`src/rtl/ping_pang_reader_if.sv`:
```
// Bus bundle between the ping-pong read controller and its environment:
// writer bank flags, RAM read port and the downstream word stream.
//
// Downstream handshake: a word moves when rd_valid & rd_ready are both high
// at a rising clock edge. Once rd_valid is raised it stays high, and rd_data
// and rd_last stay unchanged, until that transfer happens. rd_ready may
// change freely in any cycle.
interface ping_pang_reader_if #(
   parameter int DATA_W = 8,
   parameter int OFS_W  = 7
);
   logic [1:0]        bank_full;
   logic [1:0]        bank_release;
   logic              ram_rd_en;
   logic [OFS_W:0]    ram_rd_addr;
   logic [DATA_W-1:0] ram_rd_data;
   logic [DATA_W-1:0] rd_data;
   logic              rd_valid;
   logic              rd_last;
   logic              rd_ready;
   logic              cur_bank;
   logic              busy;

   // Reader side: drives the RAM read port and the downstream stream.
   modport master (
      input  bank_full, ram_rd_data, rd_ready,
      output bank_release, ram_rd_en, ram_rd_addr, rd_data, rd_valid,
             rd_last, cur_bank, busy
   );

   // Environment side: writer, RAM and downstream consumer.
   modport slave (
      output bank_full, ram_rd_data, rd_ready,
      input  bank_release, ram_rd_en, ram_rd_addr, rd_data, rd_valid,
             rd_last, cur_bank, busy
   );
endinterface

```
`src/rtl/ping_pang_reader.sv`:
```
// Read-side controller of a two-bank ping-pong buffer. Waits for the expected
// bank to be marked full, reads it in address order, streams the words out
// through a 2-entry skid FIFO and pulses the bank's release bit when done.
// Banks are consumed strictly alternately starting with bank 0.
module ping_pang_reader #(
   parameter int DATA_W = 8,
   parameter int OFS_W  = 7
) (
   input  logic                 sys_clk,
   input  logic                 sys_rst,
   ping_pang_reader_if.master   bus,
   output logic [1:0]           o_dbg_state
);

   typedef enum logic [1:0] {
      S_IDLE    = 2'd0,
      S_STREAM  = 2'd1,
      S_DRAIN   = 2'd2,
      S_RELEASE = 2'd3
   } state_t;

   localparam logic [OFS_W-1:0] LP_OFS_MAX = '1;

   state_t            r_state;
   state_t            w_state_nxt;
   logic              r_cur_bank;
   logic [OFS_W-1:0]  r_offset;

   // One read may be in flight: its data shows up on ram_rd_data next cycle.
   logic              r_rd_pend;
   logic              r_pend_last;

   // Two-entry skid FIFO holding {last, data}.
   logic [DATA_W-1:0] r_mem_data [2];
   logic [1:0]        r_mem_last;
   logic              r_wptr;
   logic              r_rptr;
   logic [1:0]        r_count;

   logic              w_valid;
   logic              w_pop;
   logic              w_push;
   logic [1:0]        w_occ;
   logic              w_rd_ok;
   logic              w_rd_en;
   logic              w_release;
   logic              w_head_last;

   assign w_valid     = (r_count != 2'd0);
   assign w_pop       = w_valid & bus.rd_ready;
   assign w_push      = r_rd_pend;
   assign w_head_last = r_mem_last[r_rptr];

   // Slots committed after this cycle: stored words plus the in-flight read,
   // minus the word leaving now. A new read is allowed only while this is
   // below 2, so the FIFO can never overflow whatever rd_ready does.
   assign w_occ   = r_count + {1'b0, r_rd_pend} - {1'b0, w_pop};
   assign w_rd_ok = (w_occ < 2'd2);

   // Next-state and control strobes for the bank sequencing FSM.
   always_comb begin
      w_state_nxt = r_state;
      w_rd_en     = 1'b0;
      w_release   = 1'b0;
      case (r_state)
         S_IDLE: begin
            if (bus.bank_full[r_cur_bank]) begin
               w_state_nxt = S_STREAM;
            end
         end
         S_STREAM: begin
            w_rd_en = w_rd_ok;
            if (w_rd_ok && (r_offset == LP_OFS_MAX)) begin
               w_state_nxt = S_DRAIN;
            end
         end
         S_DRAIN: begin
            if (w_pop && w_head_last) begin
               w_state_nxt = S_RELEASE;
            end
         end
         S_RELEASE: begin
            w_release   = 1'b1;
            w_state_nxt = S_IDLE;
         end
         default: begin
            w_state_nxt = S_IDLE;
         end
      endcase
   end

   // State register, bank pointer and read offset.
   always_ff @(posedge sys_clk) begin
      if (sys_rst) begin
         r_state    <= S_IDLE;
         r_cur_bank <= 1'b0;
         r_offset   <= '0;
      end else begin
         r_state <= w_state_nxt;
         if (r_state == S_RELEASE) begin
            r_cur_bank <= ~r_cur_bank;
            r_offset   <= '0;
         end else if (w_rd_en && (r_offset != LP_OFS_MAX)) begin
            r_offset <= r_offset + 1'b1;
         end
      end
   end

   // Track the read in flight so its data is captured exactly one cycle later.
   always_ff @(posedge sys_clk) begin
      if (sys_rst) begin
         r_rd_pend   <= 1'b0;
         r_pend_last <= 1'b0;
      end else begin
         r_rd_pend   <= w_rd_en;
         r_pend_last <= w_rd_en && (r_offset == LP_OFS_MAX);
      end
   end

   // Skid FIFO: push returning RAM data, pop on downstream handshake.
   always_ff @(posedge sys_clk) begin
      if (sys_rst) begin
         r_mem_data[0] <= '0;
         r_mem_data[1] <= '0;
         r_mem_last    <= 2'b00;
         r_wptr        <= 1'b0;
         r_rptr        <= 1'b0;
         r_count       <= 2'd0;
      end else begin
         if (w_push) begin
            r_mem_data[r_wptr] <= bus.ram_rd_data;
            r_mem_last[r_wptr] <= r_pend_last;
            r_wptr             <= ~r_wptr;
         end
         if (w_pop) begin
            r_rptr <= ~r_rptr;
         end
         r_count <= r_count + {1'b0, w_push} - {1'b0, w_pop};
      end
   end

   assign bus.ram_rd_en    = w_rd_en;
   assign bus.ram_rd_addr  = {r_cur_bank, r_offset};
   assign bus.rd_data      = r_mem_data[r_rptr];
   assign bus.rd_valid     = w_valid;
   assign bus.rd_last      = w_head_last & w_valid;
   assign bus.bank_release = w_release ? (r_cur_bank ? 2'b10 : 2'b01) : 2'b00;
   assign bus.cur_bank     = r_cur_bank;
   assign bus.busy         = (r_state != S_IDLE);
   assign o_dbg_state      = r_state;

endmodule

```
`src/flat_wrapper.sv`:
```
// flat-port wrapper written by rule: the top's interface ports become plain ports
module ping_pang_reader_flat 
#(
   parameter int DATA_W = 8,
   parameter int OFS_W  = 7
)
  (sys_clk, sys_rst, o_dbg_state, bus_bank_full, bus_ram_rd_data, bus_rd_ready, bus_bank_release, bus_ram_rd_en, bus_ram_rd_addr, bus_rd_data, bus_rd_valid, bus_rd_last, bus_cur_bank, bus_busy);
  ping_pang_reader_if #(.DATA_W(DATA_W), .OFS_W(OFS_W)) bus_i ();
  input  logic sys_clk;
  input  logic sys_rst;
  output logic [1:0] o_dbg_state;
  input wire logic [$bits(bus_i.bank_full)-1:0] bus_bank_full;
  input wire logic [$bits(bus_i.ram_rd_data)-1:0] bus_ram_rd_data;
  input wire logic [$bits(bus_i.rd_ready)-1:0] bus_rd_ready;
  output wire logic [$bits(bus_i.bank_release)-1:0] bus_bank_release;
  output wire logic [$bits(bus_i.ram_rd_en)-1:0] bus_ram_rd_en;
  output wire logic [$bits(bus_i.ram_rd_addr)-1:0] bus_ram_rd_addr;
  output wire logic [$bits(bus_i.rd_data)-1:0] bus_rd_data;
  output wire logic [$bits(bus_i.rd_valid)-1:0] bus_rd_valid;
  output wire logic [$bits(bus_i.rd_last)-1:0] bus_rd_last;
  output wire logic [$bits(bus_i.cur_bank)-1:0] bus_cur_bank;
  output wire logic [$bits(bus_i.busy)-1:0] bus_busy;
  assign bus_i.bank_full = bus_bank_full;
  assign bus_i.ram_rd_data = bus_ram_rd_data;
  assign bus_i.rd_ready = bus_rd_ready;
  assign bus_bank_release = bus_i.bank_release;
  assign bus_ram_rd_en = bus_i.ram_rd_en;
  assign bus_ram_rd_addr = bus_i.ram_rd_addr;
  assign bus_rd_data = bus_i.rd_data;
  assign bus_rd_valid = bus_i.rd_valid;
  assign bus_rd_last = bus_i.rd_last;
  assign bus_cur_bank = bus_i.cur_bank;
  assign bus_busy = bus_i.busy;
  ping_pang_reader #(.DATA_W(DATA_W), .OFS_W(OFS_W)) u_core (.sys_clk(sys_clk), .sys_rst(sys_rst), .bus(bus_i), .o_dbg_state(o_dbg_state));
endmodule
```
`config.mk`:
```
export PLATFORM = sky130hd
export DESIGN_NAME = ping_pang_reader_flat
export DESIGN_NICKNAME = d
export VERILOG_FILES = /design/src/rtl/ping_pang_reader_if.sv /design/src/rtl/ping_pang_reader.sv /design/src/flat_wrapper.sv
export SDC_FILE = /design/constraint.sdc
export NUM_CORES = 1
export LEC_CHECK = 0
export CELL_PAD_IN_SITES_DETAIL_PLACEMENT = 0
export CELL_PAD_IN_SITES_GLOBAL_PLACEMENT = 1
export CORE_ASPECT_RATIO = 1.5
export CORE_MARGIN = 3
export CORE_UTILIZATION = 41
export DETAILED_ROUTE_END_ITERATION = 8
export PLACE_DENSITY_LB_ADDON = 0.1
export SYNTH_ARGS = -nofsm -noshare
export SYNTH_HDL_FRONTEND = slang
export SYNTH_SLANG_ARGS = --single-unit
```
`constraint.sdc`:
```
create_clock -name sys_clk -period 3.08 [get_ports sys_clk]
set_input_delay 0.616 -clock sys_clk [delete_from_list [all_inputs] [get_ports sys_clk]]
set_output_delay 0.616 -clock sys_clk [all_outputs]
set_load 0.005 [all_outputs]
```
=== Word level (Yosys, flattened, before mapping) ===
Memories as Yosys holds them, arrays and structs flattened. A register that Yosys moved wholly into a read port is not among the register bits.
Cells that the tools add are included.

* Bits in registers: 18
* Memory bits (writable): 16
* Input bits: 13
* Output and inout bits: 25
* Word-level logic and storage cells: 67
* Memories kept: 1

{| class="wikitable"
|+ Memory list
! name !! words !! width !! read ports !! clocked after memory_dff !! wr ports !! RTL line !! text
|-
| u_core.r_mem_data || 2 || 8 || 1 || 1 || 2 || ping_pang_reader.sv:34 || <nowiki>logic [DATA_W-1:0] r_mem_data [2];</nowiki>
|}

* $add $sub $neg: 3
* Magnitude comparators: 5
* Eq/ne operators: 8
* Muxes and demuxes: 25
* Bitwise gates (word level): 5
* Reductions and logical operators: 11

{| class="wikitable"
|+ Operators with widths
! cell !! count
|-
| two-way mux 1 bit || 16
|-
| two-way mux 2 bit || 5
|-
| two-way mux 8 bit || 1
|-
| one-hot mux 2 bit (4 select lines) || 1
|-
| OR reduction 8 bit || 1
|-
| adder 7 x 1 -> 7 bit (second input constant) || 1
|-
| equality test 7 bit (second input constant) || 1
|-
| != test 7 bit (second input constant) || 1
|-
| less-than comparator 1 x 2 -> 1 bit (second input constant) || 3
|-
| != test 2 x 1 -> 1 bit (second input constant) || 3
|-
| logical AND 1 bit || 5
|-
| equality test 2 bit (second input constant) || 2
|-
| nonzero test 2 bit || 2
|-
| NOT 1 bit || 3
|-
| AND reduction 3 bit || 1
|-
| adder 2 x 1 -> 2 bit || 1
|-
| AND 1 bit || 2
|-
| bitwise mux 2 bit || 1
|-
| equality test 2 x 1 -> 1 bit (second input constant) || 1
|-
| logical NOT 2 bit || 1
|-
| less-than comparator 2 bit (second input constant) || 1
|-
| OR reduction 2 bit || 1
|-
| subtractor 2 x 1 -> 2 bit || 1
|-
| demux 1 bit (select 1 bit) || 1
|-
| greater-or-equal comparator 1 bit (second input constant) || 1
|}

=== Depth between registers and ports, before layout ===
* Depth after elaboration: 7
* Depth in mapped cells: 10
* Gate-level depth less buffers: 10

=== Worst setup path after synthesis ===
Ideal clock, no wire load.

* Kind: input to output
* Start: in bus_rd_ready
* End: out bus_ram_rd_en
* Arrival time: 1.759 ns
* Required time: 2.464 ns
* Setup slack: 0.705 ns
* Stages on the path: 8
* Path buffers: 0
* Path through: o21ai_0 inv_1 ha_1 inv_1 ha_1 xnor3_2 nand2_1 inv_1

* Longest elaborated chain between the ends: 4

{| class="wikitable"
|+ RTL lines
! what !! RTL line !! text
|-
| start: declaration || flat_wrapper.sv:14 || <nowiki>input wire logic [$bits(bus_i.rd_ready)-1:0] bus_rd_ready;</nowiki>
|-
| AND 1 bit || ping_pang_reader.sv:50 || <nowiki>assign w_pop = w_valid & bus.rd_ready;</nowiki>
|-
| named net u_core.w_pop || ping_pang_reader.sv:41 || <nowiki>logic w_pop;</nowiki>
|-
| subtractor 2 x 1 -> 2 bit || ping_pang_reader.sv:57 || <nowiki>assign w_occ = r_count + {1'b0, r_rd_pend} - {1'b0, w_pop};</nowiki>
|-
| less-than comparator 2 bit || ping_pang_reader.sv:58 || <nowiki>assign w_rd_ok = (w_occ < 2'd2);</nowiki>
|-
| two-way mux 1 bit || ping_pang_reader.sv:65 || <nowiki>case (r_state)</nowiki>
|-
| end: declaration || flat_wrapper.sv:16 || <nowiki>output wire logic [$bits(bus_i.ram_rd_en)-1:0] bus_ram_rd_en;</nowiki>
|}

The timed path passes the listed nets, and every way through them passes these cells.

=== Worst setup path after layout ===
Ends and elaborated chain as after synthesis.

==> Flow_metrics.wiki <==
{| class="wikitable"
! Metric !! Value
|-
| Top area cells in the synthesized netlist || edfxtp_1, dfxtp_1, and2_1
|-
| Detailed-routing iteration count for the pre-antenna-repair pass || 4
|-
| Number of flops mapped to enable cells by yosys || 16
|-
| Number of buffers inserted during clock tree synthesis || 5
|-
| Antenna diode count || 0
|-
| Hold path cells || 2
|-
| Synthesized cell area || 1630 um^2
|-
| Total global routing overflow || 0
|-
| Final Wtd Congestion || 0.790
|-
| Worst voltage drop across the vdd grid || 0.530 mV
|-
| Remaining design rule violation count || 0
|-
| Part of the power in the clock network || 0.192
|-
| Final-report setup violation count || 0
|-
| Leak || 0.885 nW
|-
| Worst-case headroom to the max-slew limit || 0.630
|-
| Unrepaired setup endpoints after global routing || false
|-
| Wirelength, routed || 3320 um
|-
| Cells on worst reg2reg path || 10
|-
| DIE WIDTH || 57.4 um
|-
| Net switching component of the power || 0.510 mW
|-
| Clock slew at reported path FFs || 70 ps
|-
| Final design utilization || 0.576
|-
| Beginning of the worst register-to-register path || u_core.r_count[1]
|-
| Initial antenna violation count || 0
|-
| Worst EP required || 2460 ps
|-
| Combinational cell fraction of total power || 0.409
|-
| Area added between synthesis and finish || 32.8%
|-
| Top-count cell post-synth || dfxtp_1
|-
| Hold EP || u_core.r_mem_last[0]
|-
| Largest area contributor in the netlist || edfxtp_1
|-
| Worst Tran Pin Value || 553 ps
|-
| Number of vias per cell || 5.01
|-
| Top Ports || 38
|-
| Overall track demand over capacity in global routing || 0.157
|-
| Arrival time of data at the critical path endpoint || 2300 ps
|-
| Type of the worst setup path || in -> out
|-
| Number of buffers inserted by hold repair at cts || 0
|-
| Kind of capture point of the worst setup path || output port
|-
| Outcome || finished, final reports clean
|-
| Max-capacitance violation count || 0
|-
| Placed wire-length estimate || 2540 um
|-
| Total core area || 3750 um^2
|-
| Synth Area per Inst || 11.0 um^2
|-
| Synthesis Warnings || 0
|-
| Vias in the first global route || 1281
|-
| Most frequently used flop master after synthesis || dfxtp_1
|-
| Max Slew Vio Count || 0
|-
| Final period demand of the worst path || 2920 ps
|-
| Area of the die || 4770 um^2
|-
| Pin count of the biggest net entering global routing || 17
|-
| Path category of the worst min-delay check || reg -> reg
|-
| Height of the die || 83.1 um
|-
| Post-synthesis cell count || 148
|-
| Hold_sp || u_core.r_pend_last
|-
| Launching instance or port of the critical path || bus_rd_ready
|-
| Share of total power in sequential cells || 0.399
|-
| Element type at the critical path start || input port
|-
| DR WL/cell || 14.0 um
|-
| Via count || 1192
|-
| Port Buffer Count || 37
|-
| Final ANT Viol Nets || 0
|-
| Global-route wire length before repair || 5870 um
|-
| Cell at the root of the clock tree || clkbuf_8
|-
| Final worst clock skew || 2.25 ps
|-
| Post-layout total power || 1.62 mW
|-
| Flip-flop and latch count after synthesis || 35
|-
| Commonest cells in the netlist || dfxtp_1, and2_1, edfxtp_1
|-
| Yosys cell types || 33
|-
| Inst Count DP || 229
|-
| Share of the cycle needed by the critical path after routing || 0.947
|-
| Critical R2R Capture || u_core.r_offset[5]
|-
| Net count, final || 215
|-
| Count of clock tree sinks || 35
|-
| Proportion of layout cells with a drive suffix above 1 || 0.123
|-
| Reg2reg setup slack || 960 ps
|-
| Maximum frequency from static timing analysis || 0.343 GHz
|-
| Clock latency of the later-clocked register in the worst-skew pair || 280 ps
|-
| Post-synthesis async set-or-reset flop share || 0
|-
| CTS tree || yes
|-
| Power density cells || 750 nW/um^2
|-
| Share of the synthesized area in the top cell type || 0.296
|-
| Synth Net Count || 169
|-
| Switching fraction of total power || 0.315
|-
| Number of buffers on the longest clock path || 2
|-
| Starting utilization of the core area || 0.433
|-
| DRC violation total after the first TritonRoute iteration || 8
|-
| Final count of hold timing violations || 0
|-
| Number of placement rows || 27
|-
| Share of the yosys chip area belonging to registers || 0.530
|-
| Max FO, Critical Path || 2
|-
| H-tree level count || 2
|-
| Internal power || 1.11 mW
|-
| Filler cells || 336
|-
| Post-route insts no fill || 238
|}
==> power groups by stage <==
| stage | sequential [mW] | combinational [mW] | clock, mW |
|---|---|---|---|
| after floorplan | 0.630 | 0.367 | 0 |
| after global placement | 0.647 | 0.646 | 0 |
| after detailed placement | 0.656 | 0.662 | 0 |
| after CTS | 0.646 | 0.670 | 0.323 |
| after global routing | 0.661 | 0.731 | 0.350 |
| final | 0.646 | 0.663 | 0.311 |
==> final cells by class <==
cell class	count	area [um^2]	area share
well taps	43	53.8	0.0249
flip-flops and latches	35	861	0.399
inverters	13	48.8	0.0226
multi-input cells	96	701	0.325
clock inverters	2	7.51	0.00348
repair buffers	43	414	0.192
clock buffers	6	72.6	0.0336
==> per-stage QoR <==
stage                     hold WS [ps]  setup WS, ps  cell area [um^2]  TNS (ps)
after floorplan                    425           705              1630         0
final                              479           162              2160         0
after CTS                          486           141              2150         0
after global placement             436         -75.7              2070     -75.7
after global routing               497          26.5              2160         0
after detailed placement           458         -75.7              2070     -75.7
==> metal layers <==
layer	track usage	vias to the layer above	part of all wire
met1	0.161	563	0.38
met4	0.0781	0	0.023
met2	0.277	24	0.56
li1	-	597	-
met3	0.0482	8	0.040
met5	0	-	0
==> worst max path at each step <==
| stage | cells after the start | end | slack [ps] |
|---|---|---|---|
| floorplan | 8 | bus_ram_rd_en | 700 |
| global placement | 10 | bus_ram_rd_en | -80 |
| detailed placement | 10 | bus_ram_rd_en | -80 |
| CTS | 10 | bus_ram_rd_en | 140 |
| global route | 10 | bus_ram_rd_en | 30 |
| finish | 10 | bus_ram_rd_en | 160 |
==> cell usage in the layout, fill, tap and decap left out, types with 2 or more instances in the layout <==
cell type / n
nor2b_1: 2
edfxtp_1: 16
nor3_1: 2
and3_1: 2
a21oi_1: 4
nand3_1: 4
or3_1: 2
clkdlybuf4s50_1: 36
dfxtp_1: 19
inv_1: 13
and2_1: 17
ha_1: 8
o21ai_0: 6
nand2_1: 5
a21o_1: 2
xor2_1: 3
nor2_1: 13
clkinv_1: 2
buf_4: 6
mux2_2: 8
xnor2_1: 2
mux2i_1: 3
clkbuf_8: 5
==> flip-flops by register name (all words and copies together) (netlist names), named ones only <==
name / count
u_core.o_dbg_state: 2
u_core.r_offset: 7
u_core.r_pend_last: 1
u_core.r_rd_pend: 1
u_core.r_wptr: 1
u_core.bus.cur_bank: 1
u_core.r_mem_data: 16
u_core.r_mem_last: 2
u_core.r_count: 2
u_core.r_rptr: 1
==> repair_timing <==
action	4_1_cts	5_1_grt
setup buffers	1	0
gates cloned	0	0
setup endpoints to repair	1	1
gates resized for setup	2	1
==> worst max-delay path, stage by stage <==
cell	delay, ps
clkdlybuf4s50_1	420
o21ai_2	70
inv_1	60
ha_1	280
inv_1	60
ha_1	140
xnor3_2	250
nand2_1	100
inv_1	60
dlygate4sd2_1	260
==> kinds of logic after synthesis <==
logic type / after synthesis / share of synthesized area
buffers and inverters: 17 / 0.0416
and+or+nand+nor: 52 / 0.169
AOI/OAI and AO/OA: 19 / 0.0831
DFF: 35 / 0.530
xor gates and xnor gates: 6 / 0.0416
adders and majority gates: 8 / 0.0616
muxes: 11 / 0.0739
No activity file was read; power rests on OpenSTA's default activity.
